--- config.mk ---
export PLATFORM = sky130hd
export DESIGN_NAME = muldiv_unit
export DESIGN_NICKNAME = d
export VERILOG_FILES = /design/src/rtl/muldiv_pkg.sv /design/src/rtl/muldiv_step.sv /design/src/rtl/muldiv_unit.sv
export SDC_FILE = /design/constraint.sdc
export NUM_CORES = 1
export LEC_CHECK = 0
export ABC_AREA = 1
export BUFFER_PORTS_ARGS = -buffer_cell sky130_fd_sc_hd__buf_4
export CORE_AREA = 10 10 154 213
export CTS_CLUSTER_DIAMETER = 100
export DETAILED_ROUTE_END_ITERATION = 7
export DIE_AREA = 0 0 164 223
export PLACE_DENSITY = 0.81
export SLEW_MARGIN = 5
export SYNTH_ARGS = -nofsm -noshare
export SYNTH_HDL_FRONTEND = slang
export SYNTH_SLANG_ARGS = --single-unit
export TNS_END_PERCENT = 50
--- constraint.sdc ---
create_clock -name clk_i -period 2.72 [get_ports clk_i]
set_input_delay 0.68 -clock clk_i [delete_from_list [all_inputs] [get_ports clk_i]]
set_output_delay 0.68 -clock clk_i [all_outputs]
set_load 0.02 [all_outputs]
--- src/rtl/muldiv_pkg.sv ---
// Shared types and constants for the iterative multiply/divide unit.
//   op_t    : operation encoding presented on op_i
//   state_t : sequencer states (idle, iterate, sign fix / writeback)
//   Div0Lo  : LO value produced by a divide by zero (all ones, sliced to WIDTH)
package muldiv_pkg;

  typedef enum logic [1:0] {
    OpMult  = 2'd0,
    OpMultu = 2'd1,
    OpDiv   = 2'd2,
    OpDivu  = 2'd3
  } op_t;

  typedef enum logic [1:0] {
    StIdle = 2'd0,
    StRun  = 2'd1,
    StFix  = 2'd2
  } state_t;

  // Wide enough for any supported WIDTH; users take the low WIDTH bits.
  localparam int unsigned MaxWidth = 64;
  localparam logic [MaxWidth-1:0] Div0Lo = '1;

endpackage

--- src/rtl/muldiv_step.sv ---
// One radix-2 iteration of the multiply/divide datapath (purely combinational).
//   is_div_i : 0 = shift-add multiply step, 1 = restoring divide step
//   acc_i/o  : upper half (partial product high / partial remainder)
//   lo_i/o   : lower half (multiplier shifting out / dividend out, quotient in)
//   b_i      : multiplicand magnitude / divisor magnitude
module muldiv_step #(
  parameter int unsigned WIDTH = 32
) (
  input  logic             is_div_i,
  input  logic [WIDTH-1:0] acc_i,
  input  logic [WIDTH-1:0] lo_i,
  input  logic [WIDTH-1:0] b_i,
  output logic [WIDTH-1:0] acc_o,
  output logic [WIDTH-1:0] lo_o
);

  logic [WIDTH:0]   mul_sum;
  logic [WIDTH:0]   div_shift;
  logic [WIDTH+1:0] div_diff;
  logic             div_ge;

  always_comb begin
    // Multiply: add multiplicand when the current multiplier bit is set, then
    // shift the whole {carry, acc, lo} right by one.
    mul_sum   = {1'b0, acc_i} + (lo_i[0] ? {1'b0, b_i} : '0);
    // Divide: bring the next dividend bit into the remainder and trial-subtract.
    // The extra top bit of div_diff is the borrow.
    div_shift = {acc_i, lo_i[WIDTH-1]};
    div_diff  = {1'b0, div_shift} - {2'b00, b_i};
    div_ge    = ~div_diff[WIDTH+1];

    if (is_div_i) begin
      acc_o = div_ge ? div_diff[WIDTH-1:0] : div_shift[WIDTH-1:0];
      lo_o  = {lo_i[WIDTH-2:0], div_ge};
    end else begin
      acc_o = mul_sum[WIDTH:1];
      lo_o  = {mul_sum[0], lo_i[WIDTH-1:1]};
    end
  end

endmodule

--- src/rtl/muldiv_unit.sv ---
// Iterative signed/unsigned multiply/divide unit with architectural HI/LO.
//   clk_i, rst_ni      : clock, asynchronous active-low reset
//   start_i, op_i      : launch op (muldiv_pkg::op_t) on a_i/b_i; ignored while busy
//   a_i, b_i           : multiplicand/dividend, multiplier/divisor
//   cancel_i           : abort in-flight op, no result written
//   hi_we_i, lo_we_i   : direct HI/LO writes from wdata_i (MTHI/MTLO)
//   busy_o, done_o     : op in flight / one-cycle completion pulse
//   hi_o, lo_o         : HI and LO registers
// Operands are reduced to magnitudes on start, iterated WIDTH times, and the
// signs are applied in a single fix-up cycle before HI/LO are written.
module muldiv_unit
  import muldiv_pkg::*;
#(
  parameter int unsigned WIDTH = 32
) (
  input  logic             clk_i,
  input  logic             rst_ni,
  input  logic             start_i,
  input  op_t              op_i,
  input  logic [WIDTH-1:0] a_i,
  input  logic [WIDTH-1:0] b_i,
  input  logic             cancel_i,
  input  logic             hi_we_i,
  input  logic             lo_we_i,
  input  logic [WIDTH-1:0] wdata_i,
  output logic             busy_o,
  output logic             done_o,
  output logic [WIDTH-1:0] hi_o,
  output logic [WIDTH-1:0] lo_o
);

  localparam int unsigned CntW = (WIDTH > 1) ? $clog2(WIDTH) : 1;

  state_t           state_q, state_d;
  op_t              op_q, op_d;
  logic [CntW-1:0]  cnt_q, cnt_d;
  logic [WIDTH-1:0] acc_q, acc_d;
  logic [WIDTH-1:0] lo_acc_q, lo_acc_d;
  logic [WIDTH-1:0] b_q, b_d;
  logic             sa_q, sa_d;
  logic             sb_q, sb_d;
  logic             div0_q, div0_d;
  logic             done_q, done_d;
  logic [WIDTH-1:0] hi_q, hi_d;
  logic [WIDTH-1:0] lo_q, lo_d;

  logic             in_signed;
  logic             in_sa, in_sb;
  logic [WIDTH-1:0] abs_a, abs_b;
  logic             is_div;
  logic [WIDTH-1:0] step_acc, step_lo;
  logic [2*WIDTH-1:0] prod_mag, prod_res;
  logic [WIDTH-1:0] quo_res, rem_res;

  assign in_signed = (op_i == OpMult) || (op_i == OpDiv);
  assign in_sa     = in_signed & a_i[WIDTH-1];
  assign in_sb     = in_signed & b_i[WIDTH-1];
  assign abs_a     = in_sa ? -a_i : a_i;
  assign abs_b     = in_sb ? -b_i : b_i;
  assign is_div    = (op_q == OpDiv) || (op_q == OpDivu);

  muldiv_step #(
    .WIDTH(WIDTH)
  ) u_step (
    .is_div_i(is_div),
    .acc_i   (acc_q),
    .lo_i    (lo_acc_q),
    .b_i     (b_q),
    .acc_o   (step_acc),
    .lo_o    (step_lo)
  );

  // Sign fix-up. Quotient is negative when signs differ; remainder follows the
  // dividend. INT_MIN / -1 wraps naturally through the magnitude path.
  always_comb begin
    prod_mag = {acc_q, lo_acc_q};
    prod_res = (sa_q ^ sb_q) ? -prod_mag : prod_mag;
    quo_res  = (sa_q ^ sb_q) ? -lo_acc_q : lo_acc_q;
    rem_res  = sa_q ? -acc_q : acc_q;
    // The remainder path already yields HI = a on b = 0; only LO needs forcing.
    if (div0_q) begin
      quo_res = Div0Lo[WIDTH-1:0];
    end
  end

  always_comb begin
    state_d  = state_q;
    op_d     = op_q;
    cnt_d    = cnt_q;
    acc_d    = acc_q;
    lo_acc_d = lo_acc_q;
    b_d      = b_q;
    sa_d     = sa_q;
    sb_d     = sb_q;
    div0_d   = div0_q;
    done_d   = 1'b0;
    hi_d     = hi_we_i ? wdata_i : hi_q;
    lo_d     = lo_we_i ? wdata_i : lo_q;

    unique case (state_q)
      StIdle: begin
        if (start_i && !cancel_i) begin
          state_d  = StRun;
          op_d     = op_i;
          cnt_d    = CntW'(WIDTH - 1);
          acc_d    = '0;
          lo_acc_d = abs_a;
          b_d      = abs_b;
          sa_d     = in_sa;
          sb_d     = in_sb;
          div0_d   = (b_i == '0);
        end
      end
      StRun: begin
        if (cancel_i) begin
          state_d = StIdle;
        end else begin
          acc_d    = step_acc;
          lo_acc_d = step_lo;
          cnt_d    = cnt_q - 1'b1;
          if (cnt_q == '0) begin
            state_d = StFix;
          end
        end
      end
      StFix: begin
        state_d = StIdle;
        if (!cancel_i) begin
          done_d = 1'b1;
          // Result overrides any MTHI/MTLO on the same edge.
          if (is_div) begin
            hi_d = rem_res;
            lo_d = quo_res;
          end else begin
            hi_d = prod_res[2*WIDTH-1:WIDTH];
            lo_d = prod_res[WIDTH-1:0];
          end
        end
      end
      default: state_d = StIdle;
    endcase
  end

  always_ff @(posedge clk_i or negedge rst_ni) begin
    if (!rst_ni) begin
      state_q  <= StIdle;
      op_q     <= OpMult;
      cnt_q    <= '0;
      acc_q    <= '0;
      lo_acc_q <= '0;
      b_q      <= '0;
      sa_q     <= 1'b0;
      sb_q     <= 1'b0;
      div0_q   <= 1'b0;
      done_q   <= 1'b0;
      hi_q     <= '0;
      lo_q     <= '0;
    end else begin
      state_q  <= state_d;
      op_q     <= op_d;
      cnt_q    <= cnt_d;
      acc_q    <= acc_d;
      lo_acc_q <= lo_acc_d;
      b_q      <= b_d;
      sa_q     <= sa_d;
      sb_q     <= sb_d;
      div0_q   <= div0_d;
      done_q   <= done_d;
      hi_q     <= hi_d;
      lo_q     <= lo_d;
    end
  end

  assign busy_o = (state_q != StIdle);
  assign done_o = done_q;
  assign hi_o   = hi_q;
  assign lo_o   = lo_q;

endmodule
# After elaboration in Yosys (flattened, before gate mapping)
# Cells that the tools add are included.
classes:
  add_sub_neg: 8
  eq_ne: 8
  mux: 33
  n_bitwise: 4
  n_reduce_logical: 13
op_table:
  columns: ["op", "count"]
  rows:
  - ["two-way mux 32 bit", 21]
  - ["negation 32 bit", 4]
  - ["one-hot mux 32 bit (2 select lines)", 2]
  - ["two-way mux 64 bit", 1]
  - ["negation 64 bit", 1]
  - ["subtractor 33 x 32 -> 34 bit", 1]
  - ["adder 32 x 33 -> 33 bit", 1]
  - ["logical NOT 32 bit", 1]
  - ["two-way mux 5 bit", 2]
  - ["one-hot mux 5 bit (2 select lines)", 1]
  - ["== test 2 bit (second input constant)", 4]
  - ["two-way mux 2 bit", 3]
  - ["logical NOT 5 bit", 1]
  - ["subtractor 5 x 1 -> 5 bit (second input constant)", 1]
  - ["logical NOT 2 bit", 2]
  - ["inequality test 2 bit (second input constant)", 2]
  - ["one-hot mux 2 bit (2 select lines)", 1]
  - ["AND reduction 2 bit", 2]
  - ["nonzero test 2 bit", 2]
  - ["inequality test 3 bit (second input constant)", 1]
  - ["AND reduction 3 bit", 1]
  - ["AND 1 bit", 2]
  - ["== test 2 x 1 -> 1 bit (second input constant)", 1]
  - ["logical OR 1 bit", 2]
  - ["5 further kinds", 6]
totals:
  register_bits: 173
  input_bits: 104
  wordCells: 78

# Logic depth before layout (Yosys ltp)
depth:
  ltp_word: 6
  mapped_depth: 19
  mapped_depth_nobuf: 17

# Cells and area by module
# Synthesis repeated with hierarchy kept, for this count alone.
hier_totals:
  hier_cells: 2947
  area_unflattened_um2: 17578.1
by_module_without_submodules:
  columns: ["module", "instances", "cells_each", "area_each_um2"]
  rows:
  - ["muldiv_unit", 1, 1669, 11394.7]
  - ["muldiv_step", 1, 1278, 6183.4]

# Worst setup path before layout
# Ideal clock, no wire load.
synth_path:
  kind: "register -> register"
  from: "register lo_acc_q[0]"
  to: "register acc_q[15]"
  setup_time_ns: 0.117
  t_arrival_ns: 2.388
  t_required_ns: 2.603
  slack_ns: 0.215
  stages_incl_launch_ff: 18
  n_path_buf: 2
  path_cell_list: "dfrtp_1 buf_2 clkbuf_1 nand2_1 inv_1 ha_1 inv_1 fa_1 o21ai_1 nand2_1 nand2_1 nand3_1 nand3_1 nand2_1 o21ai_0 inv_1 nand3_1 nand2_1"
synth_between:
  elab_chain_cells: 5
synth_lines:
  columns: ["item", "line_no", "rtl"]
  rows:
  - ["start, declared", "muldiv_unit.sv:38", "logic [WIDTH-1:0] lo_acc_q, lo_acc_d;"]
  - ["start signal, assigned", "muldiv_unit.sv:163", "lo_acc_q <= lo_acc_d;"]
  - ["two-way mux 32 bit", "muldiv_step.sv:25", "mul_sum = {1'b0, acc_i} + (lo_i[0] ? {1'b0, b_i} : '0);"]
  - ["adder 32 x 33 -> 33 bit", "muldiv_step.sv:25", null]
  - ["two-way mux 32 bit", "muldiv_step.sv:32", "if (is_div_i) begin"]
  - ["two-way mux 32 bit", "muldiv_unit.sv:115", "if (cancel_i) begin"]
  - ["one-hot mux 32 bit (2 select lines)", "muldiv_unit.sv:100", "unique case (state_q)"]
  - ["end signal, assigned", "muldiv_unit.sv:149", "acc_q <= '0;"]
  - ["end signal, assigned", "muldiv_unit.sv:162", "acc_q <= acc_d;"]
  - ["end, declared", "muldiv_unit.sv:37", "logic [WIDTH-1:0] acc_q, acc_d;"]
# No other way between the ends. The select of a mux whose other input is x is not followed.
# A chain may end at the register's enable or synchronous reset.

# Worst setup path after layout
layout_path:
  from: "register lo_acc_q[0]"
  to: "register acc_q[23]"
# The elaborated chain is that of the path after synthesis.

==> metrics.txt <==
io pins=170; Die H=223 um; first-pass GRT wire length=114,100 um; FMAX=378.2 MHz; clock share of power=14.6%; Final Critical Period=2.644 ns; fin util=71.67%; leak pwr=11.34 nW; max cap viols=0; Internal Dissipation=8.877 mW; CP Cell Sequence=buf_12 > nand2_1 > inv_1 > ha_1 > nand2_1 > nor2_1 > nand2_1 > nor2_1 > nand2_1 > nand3_1 > nand2_1 > nand3_1 > nand4_1 > nand2_1; Synth Area in Simple Gates=42.14%; Sink Count=172; GR Overflow Total=0; share of cells above drive strength 1=11.56%; Post-DP HPWL=59,050 um; crit path kind=flip-flop to flip-flop; ys flop type=dfrtp_1; Setup Viol. Count Final=0; clock buffer depth=2; xor-xnor portion of the synthesized cell area=3.572%; drt drc=1; Clock Skews=0.01098 ns; Unique masters post-synth=52; register area=0.004307 sq mm; most common cell after layout, fill and taps aside=nand2_1; routability cong.=1.163; Crit Path Max Fanout=31; RSZ-0062 raised after global routing=yes; final worst-path cycle share=97.20%; number of global-route vias before repair=20,870; Crit path max-delay family=simple AND/OR/NAND/NOR gates; final worst slack=0.07619 ns; CP required=3.13 ns; GRT Overall Usage=40.08%; largest net degree at the start of global routing=93; TritonCTS Buffers=17; Die ar.=0.03657 sq mm; IO Port Bufs=169; fin nets=3,425; Worst Tran Pin Value=0.8665 ns; Peak VDD IR=0.6759 mV; setup_tns=0 ns; Post-Layout Cell Count=3,642; Synth Area in Adders=5.188%; Post-Route WL=75,610 um; Layout fillers=2,551; Root Driver=clkbuf_16; pre-CTS setup slack=0.06716 ns; n_diodes=0; Worst EP arrival=3.06 ns; Net Switching=10.81 mW; FFs w/ async S/R, synth=100.0%; Max Slew Vio Count=0; Mapped Cells=3,048; slowest CP cell=dfrtp_1; via-per-instance ratio=5.965; Clk Latency, worst-skew pair=0.47 ns; Post-Syn Area=0.01765 sq mm; Slew headroom=42.23%; sequential share of power=20.4%; Syn Nets=3,224; Synth-to-Final Area Change=17.27%; Clock Pin Slew Worst Setup and Hold Paths=0.08 ns; Hold-fix buffers, CTS=0; largest family of logic cells by synthesized area=simple AND/OR/NAND/NOR gates; number of flops mapped to enable cells by yosys=0; Final ANT Viol Nets=0; post-synthesis sequential area ratio=24.38%; status=finished, violations left; Initial Util=61.11%; Buf/Inv on CP=2; switch share=54.90%; Tot Pwr=19.68 mW; Fin. Hold Viols=0; routed len/inst=20.76 um; initial antenna violation count=1; mean post-synth cell area=5.792 sq um; Post-Place Cells=3,608; most frequent cells in the layout=nand2_1 (1,075), inv_1 (435), nor2_1 (307); crit start category=flip-flop; htree depth=4; Die W=164 um; CP peak stage delay=0.43 ns; routed vias=21,720; worst min path class=primary input to asynchronous set/reset pin; power share of the combinational group=65.0%; Pre-antenna DRT Iters=8; violated checks=design-rule violations; CTS tree=yes; post-synthesis mux area share=0.4536%; most frequent cell on the critical path=nand2_1; Multi-input gate area=0.01139 sq mm; register bit total from synthesis=172; Starting DRT DRC Count=2,667; Cell Pwr Density=950.8 mW/mm^2; row count=74; core footprint=0.02889 sq mm; crit end category=flip-flop; Synth warnings=0; post-synthesis compound-gate area fraction=12.54%
Yosys cell counts (2+ instances only):
master	count	area, sq um
nand3b_1	19	142.6
a21oi_1	130	650.6
inv_1	438	1644
o21bai_1	13	97.59
fa_1	2	40.04
nor3_1	17	85.08
or2_1	2	12.51
o31ai_1	5	37.54
or2_2	8	50.05
mux2i_1	8	80.08
a31oi_1	13	81.33
xor2_1	53	464.2
nor2_1	316	1186
inv_2	8	30.03
nor4_1	5	31.28
o21ai_0	167	835.8
buf_1	11	41.29
a32oi_1	17	148.9
buf_2	16	80.08
nor2_2	9	56.30
nand2_1	1079	4050
xnor2_1	19	166.4
clkinv_1	3	11.26
dfrtp_1	172	4304
o22ai_1	2	12.51
nand2_2	4	25.02
a21oi_4	2	32.53
nand4_1	68	425.4
nand3_2	2	20.02
and2_1	4	25.02
o21ai_1	6	30.03
nand2_4	2	22.52
nand3_1	247	1236
a22oi_1	22	165.2
clkbuf_1	65	244.0
o211ai_1	8	60.06
ha_1	70	875.8
nor3_2	2	20.02
state kept, by name, indices dropped and copies added (netlist names):
register and cells:
acc_q 32, b_q 32, cnt_q 5, div0_q 1
done_o 1, hi_o 32, lo_acc_q 32, lo_o 32
op_q 1, sa_q 1, sb_q 1, state_q 2
power groups by stage:
stage               logic (mW)  registers (mW)  clock network [mW]
finish                    12.8            4.02                2.87
global placement          11.8            3.96                   0
detailed placement        12.0            3.98                   0
floorplan                 7.71            3.80                   0
global route              13.8            4.04                2.93
CTS                       12.1            3.94                2.85
timing repair:
item                       4_1_cts  5_1_grt
gates resized for setup          0       25
buffers inserted                 0        2
setup endpoints to repair        0       36
area by class of cell:
class / instances / area share, %
clock inverters: 14 / 1.094
repair buffers: 276 / 10.51
inverters: 449 / 8.140
well taps: 380 / 2.296
clock buffers: 18 / 2.121
flip-flops and latches: 172 / 20.80
multi-input cells: 2333 / 55.04
final timing paths:
kind | slack (ns) | end | start | cells past startpoint
max in group asynchronous | 1.87 | b_q[7] | rst_ni | 2
min in group clk_i | 0.47 | op_q[1] | op_i[1] | 3
max reg2reg | 0.08 | acc_q[23] | lo_acc_q[0] | 14
min reg2reg | 0.51 | sb_q | sb_q | 2
min | 0.18 | lo_acc_q[11] | rst_ni | 1
max | 0.08 | acc_q[23] | lo_acc_q[0] | 14
per-stage QoR:
stage               hold slack [ns]  cell area, sq um
finish                       0.1769             20700
global route                 0.2103             20700
CTS                          0.1897             20590
detailed placement           0.4960             19920
global placement             0.4768             19920
floorplan                    0.3844             17650
cell families (layout without fill, tap and decap cells):
group,after synthesis,in the layout
compound gates,392,392
fa+ha+maj,72,72
buf+inv,543,757
mux,8,8
simple gates,1789,1789
xor+xnor,72,72
flops,172,172
per-layer routing:
metal / GRT usage (%) / up-vias / share of wire, %
li1: - / 10090 / -
met1: 39.80 / 9825 / 32
met2: 68.45 / 1370 / 48
met3: 8.625 / 434 / 9.5
met4: 35.94 / 2 / 10
met5: 0 / - / 0.025
worst reg2reg max path, cell delays in order, from the launching register on:
cell	delay (ns)
dfrtp_1	0.43
buf_12	0.19
nand2_1	0.21
inv_1	0.07
ha_1	0.42
nand2_1	0.16
nor2_1	0.25
nand2_1	0.19
nor2_1	0.12
nand2_1	0.13
nand3_1	0.13
nand2_1	0.06
nand3_1	0.07
nand4_1	0.10
nand2_1	0.08
(Power assumes the default switching activity.)
